### src/rtl/seg7_scan_driver.sv
// Multiplexed 8-digit 7-segment scan driver with frame-aligned double-buffered loads.
// Loads land in a staging buffer and move to the displayed shadow only at a frame boundary.
module seg7_scan_driver #(
  parameter int NUM_DIGITS  = 8,
  parameter int REFRESH_DIV = 50000
) (
  input  logic                      CLOCK_50_i,
  input  logic                      RESET_i,
  input  logic [4*NUM_DIGITS-1:0]   data_i,
  input  logic [NUM_DIGITS-1:0]     digit_en_i,
  input  logic                      load_i,
  output logic                      load_ack_o,
  output logic                      frame_o,
  output logic [NUM_DIGITS-1:0]     an_o,
  output logic                      ca_o,
  output logic                      cb_o,
  output logic                      cc_o,
  output logic                      cd_o,
  output logic                      ce_o,
  output logic                      cf_o,
  output logic                      cg_o
);

  localparam int PW = (REFRESH_DIV > 1) ? $clog2(REFRESH_DIV) : 1;
  localparam int IW = (NUM_DIGITS > 1) ? $clog2(NUM_DIGITS) : 1;
  localparam logic [PW-1:0] PRESC_LAST = PW'(REFRESH_DIV - 1);
  localparam logic [IW-1:0] IDX_LAST   = IW'(NUM_DIGITS - 1);

  // Active-low segment pattern, bit 6 = a ... bit 0 = g.
  function automatic logic [6:0] hex_to_seg(input logic [3:0] nib);
    logic [6:0] s;
    case (nib)
      4'h0: s = 7'b0000001;
      4'h1: s = 7'b1001111;
      4'h2: s = 7'b0010010;
      4'h3: s = 7'b0000110;
      4'h4: s = 7'b1001100;
      4'h5: s = 7'b0100100;
      4'h6: s = 7'b0100000;
      4'h7: s = 7'b0001111;
      4'h8: s = 7'b0000000;
      4'h9: s = 7'b0000100;
      4'hA: s = 7'b0001000;
      4'hB: s = 7'b1100000;
      4'hC: s = 7'b0110001;
      4'hD: s = 7'b1000010;
      4'hE: s = 7'b0110000;
      default: s = 7'b0111000;
    endcase
    return s;
  endfunction

  logic [PW-1:0]             presc;
  logic [IW-1:0]             idx;
  logic                      tick;
  logic                      frame_tick;
  logic [4*NUM_DIGITS-1:0]   staging_data;
  logic [NUM_DIGITS-1:0]     staging_en;
  logic                      pending;
  logic [4*NUM_DIGITS-1:0]   shadow_data;
  logic [NUM_DIGITS-1:0]     shadow_en;
  logic [3:0]                cur_nib;
  logic                      cur_en;
  logic [NUM_DIGITS-1:0]     an_p1;
  logic [6:0]                seg_p1;
  logic                      ack_p1;
  logic                      frame_p1;

  always_comb begin
    tick       = (presc == PRESC_LAST);
    frame_tick = tick && (idx == IDX_LAST);
    cur_nib    = shadow_data[4*idx +: 4];
    cur_en     = shadow_en[idx];
  end

  // Scan timing: prescaler and digit index
  always_ff @(posedge CLOCK_50_i) begin
    if (RESET_i) begin
      presc <= '0;
      idx   <= '0;
    end else begin
      presc <= tick ? '0 : presc + 1'b1;
      if (tick)
        idx <= (idx == IDX_LAST) ? '0 : idx + 1'b1;
    end
  end

  // Load handshake: staging -> shadow only on frame_tick; a same-cycle load bypasses staging
  always_ff @(posedge CLOCK_50_i) begin
    if (RESET_i) begin
      staging_data <= '0;
      staging_en   <= '0;
      pending      <= 1'b0;
      shadow_data  <= '0;
      shadow_en    <= '0;
      ack_p1       <= 1'b0;
    end else begin
      ack_p1 <= 1'b0;
      if (frame_tick) begin
        if (load_i) begin
          shadow_data <= data_i;
          shadow_en   <= digit_en_i;
          ack_p1      <= 1'b1;
        end else if (pending) begin
          shadow_data <= staging_data;
          shadow_en   <= staging_en;
          ack_p1      <= 1'b1;
        end
        pending <= 1'b0;
      end else if (load_i) begin
        staging_data <= data_i;
        staging_en   <= digit_en_i;
        pending      <= 1'b1;
      end
    end
  end

  // Output stage: registered from current (idx, shadow), one cycle behind idx
  always_ff @(posedge CLOCK_50_i) begin
    if (RESET_i) begin
      an_p1    <= '1;
      seg_p1   <= '1;
      frame_p1 <= 1'b0;
    end else begin
      frame_p1 <= frame_tick;
      if (cur_en) begin
        an_p1  <= ~(NUM_DIGITS'(1) << idx);
        seg_p1 <= hex_to_seg(cur_nib);
      end else begin
        an_p1  <= '1;
        seg_p1 <= '1;
      end
    end
  end

  assign an_o       = an_p1;
  assign load_ack_o = ack_p1;
  assign frame_o    = frame_p1;
  assign {ca_o, cb_o, cc_o, cd_o, ce_o, cf_o, cg_o} = seg_p1;

endmodule
### config.mk
export PLATFORM = sky130hd
export DESIGN_NAME = seg7_scan_driver
export DESIGN_NICKNAME = d
export VERILOG_FILES = /design/src/rtl/seg7_scan_driver.sv
export SDC_FILE = /design/constraint.sdc
export NUM_CORES = 1
export LEC_CHECK = 0
export CAP_MARGIN = 20
export CORE_MARGIN = 4
export CORE_UTILIZATION = 45
export CTS_BUF_LIST = sky130_fd_sc_hd__clkbuf_4
export CTS_CLUSTER_SIZE = 40
export DETAILED_ROUTE_END_ITERATION = 10
export GPL_ROUTABILITY_DRIVEN = 0
export PLACE_DENSITY = 0.76
export SETUP_SLACK_MARGIN = 0.3
export SLEW_MARGIN = 20
export SYNTH_ARGS = -nofsm -noshare
export SYNTH_HDL_FRONTEND = slang
export SYNTH_SLANG_ARGS = --single-unit
### constraint.sdc
create_clock -name CLOCK_50_i -period 4.6 [get_ports CLOCK_50_i]
set_input_delay 0.92 -clock CLOCK_50_i [delete_from_list [all_inputs] [get_ports CLOCK_50_i]]
set_output_delay 0.92 -clock CLOCK_50_i [all_outputs]
set_load 0.01 [all_outputs]
==> reports/metrics.cfg <==
[global_routing]
grt_max_degree = 90
grt-ovfl-total = 0
grt_pass1_wl_um = 17700
antenna_found_initial = 0
grt_pass1_vias = 3849
grt_usage_pct = 16.7

[timing]
relSlewSlack_pct = 40.1
fin_crit_ns = 2.90
grt_setup_unrepaired = no
finalHoldViolCount = 0
setup_viol = 0
fin_skew_ns = 0.0198
period_share_pct = 63.1
timing_worst_slew_pin_value_ns = 0.899
fmax_mhz = 344
drv_slew = 0
setup_tns_ns = 0

[cts]
cts_tree = yes
cts_setup_buffers = 0
cts-resized-gates = 0
clock_latency_ns = 0.49
numCtsBuffers = 17
cts_buffer_depth = 2
htree_levels = 4
cts_num_sinks = 117
cts.clk_slew.worst_paths_ns = 0.10
cts_hold_buffers = 0
clk_root_buffer_cell = clkbuf_4

[power_and_ir_drop]
seq_power_share_pct = 55.5
p_comb_share_pct = 7.1
peakVddDrop_mv = 0.154
finalPower_uw = 1880
power_density_nw_per_um2 = 315
p_switching_uw = 461
p_int_uw = 1420
swShare_pct = 24.5
leakage_uw = 0.00225
p_clk_share_pct = 37.4

[yosys]
syn_nets = 605
ys_ff_latch = 117
synth_cell_types = 49
synth-edff-count = 0
synth_largest_area_cell = dfxtp_1
synth_ff_type = dfxtp_1
async_flop_share_pct = 0
synthTopCellsByArea = dfxtp_1 (46%), mux2i_1 (8.6%), nand2_1 (7.1%)
netlist.area_leader.share_pct = 45.9
syn_inst = 549
synth_area_per_cell_um2 = 9.29
yosysSeqAreaShare_pct = 45.9
ys_warn_count = 0
syn_area_um2 = 5100

[setup_path]
critPathMostFrequentCell = ha_1
path_class = reg2reg
crit_chain = ha_1 > ha_1 > inv_1 > nor3_4 > buf_4 > nor2_1 > a211oi_1
required_ns = 4.99
slowest_stage = dfxtp_1
start_kind = flop
end_kind = flop
critical-path-max-stage-delay_ns = 0.89
cp_max_fo = 80
cp.arrival_ns = 3.29

[cells_and_area]
finish.utilization_pct = 54.5
area_growth_pct = 17.3
seq_area_um2 = 2340
fill_cells = 973
final_cell_mix = dfxtp_1 (117), nand2_1 (97), nor2_1 (65)
fin_area_um2 = 5980
fin_nets = 649
mostFrequentLayoutCell = dfxtp_1
final_layout_size_suffix_gt1_share_pct = 8.75
multi_input_area_um2 = 2540
antenna_cells = 0

[placed_design]
place_area_um2 = 5710
io_buffers = 59
dp_hpwl_um = 7200

[floorplan]
start_util_pct = 46.4
die_h_um = 114
design.core.area_um2 = 11000
boundaryPins = 60
die_w_um = 114
dieArea_um2 = 13100
rows = 38

[routing]
drtPass1Iterations = 4
wire_per_inst_um = 14.1
drt_iter0_markers = 158
ant_nets = 0
vias_per_cell = 5.19
drc_errors = 0
routed_wirelength_um = 10500
dr_total_vias = 3873

[min_path]
holdCritPathClass = reg2reg

[status]
status = complete, no violations

[run]
cap_violations = 0

-- flip-flops by register name, summed over array words and instances, names as in the netlist --
name	count
seg_p1	7
shadow_data	32
presc	16
idx	3
load_ack_o	1
an_o	8
pending	1
frame_o	1
shadow_en	8
staging_data	32
staging_en	8
-- critical path, delay by kind of cell, from the launching register on --
family / cells / cell delay (ns)
buf+inv: 2 / 0.73
simple gates: 2 / 0.30
fa+ha+maj: 2 / 0.59
flops: 1 / 0.89
compound gates: 1 / 0.25
-- Yosys cell counts, drive strengths merged (2+ instances only) --
library cell  number
nor2              66
a211oi            43
ha                13
o21ai              3
mux2i             45
dfxtp            117
nor3               8
o221ai             3
xor2               7
a21oi             45
clkbuf            25
nand2             97
and3               4
mux2               4
nand3              8
mux4               8
nand4              3
buf               14
xnor2              7
and4bb             2
inv                8
nand2b             2
-- path summary, 6_finish.rpt --
path / start / end / slack, ns / cells past startpoint
worst max-delay path: idx[0]$_SDFFE_PP0N_ / shadow_data[22]$_SDFFE_PP0P_ / 1.70 / 7
worst max register to register: idx[0]$_SDFFE_PP0N_ / shadow_data[22]$_SDFFE_PP0P_ / 1.70 / 7
worst min register to register: staging_data[15]$_SDFFE_PP0P_ / staging_data[15]$_SDFFE_PP0P_ / 0.46 / 2
worst min-delay path: staging_data[15]$_SDFFE_PP0P_ / staging_data[15]$_SDFFE_PP0P_ / 0.46 / 2
-- cell type report --
| cell class | count | share of cell area [%] |
|---|---|---|
| multi-input combinational | 384 | 42.5 |
| sequential | 117 | 39.2 |
| timing repair buffer | 64 | 10.3 |
| tap | 140 | 2.93 |
| clock inverter | 14 | 2.28 |
| clock buffer | 18 | 2.26 |
| inverter | 9 | 0.565 |
-- kinds of logic (layout without fill, tap and decap cells) --
group	after synthesis	after routing	share of synthesized area (%)
and+or+nand+nor	198	198	17.2
adders and majority gates	13	13	3.19
DFF	117	117	45.9
buffers and inverters	48	105	4.42
muxes	57	57	14.1
AOI/OAI and AO/OA	102	102	12.8
xor gates and xnor gates	14	14	2.40
-- layer usage --
layer,vias up,global-route usage (%),wire length (µm)
met2,87,26.5,4890
li1,1999,-,-
met1,1777,22.0,5000
met4,0,5.38,105
met3,10,4.92,513
met5,-,0,0
-- power groups by stage --
stage	Clock, µW	Sequential [µW]	Combinational [µW]
finish	704	1050	134
floorplan	0	1070	76.4
CTS	724	1050	135
detailed placement	0	1070	135
global placement	0	1070	131
global route	771	1050	148
-- stage by stage --
step / cells / hold slack [ns] / worst slack, ns
final: 746 / 0.459 / 1.70
after global routing: 746 / 0.483 / 1.44
after detailed placement: 714 / 0.447 / 1.73
after CTS: 746 / 0.462 / 1.72
after global placement: 714 / 0.441 / 1.91
after floorplan: 549 / 0.430 / 2.39
(Power assumes the default switching activity.)
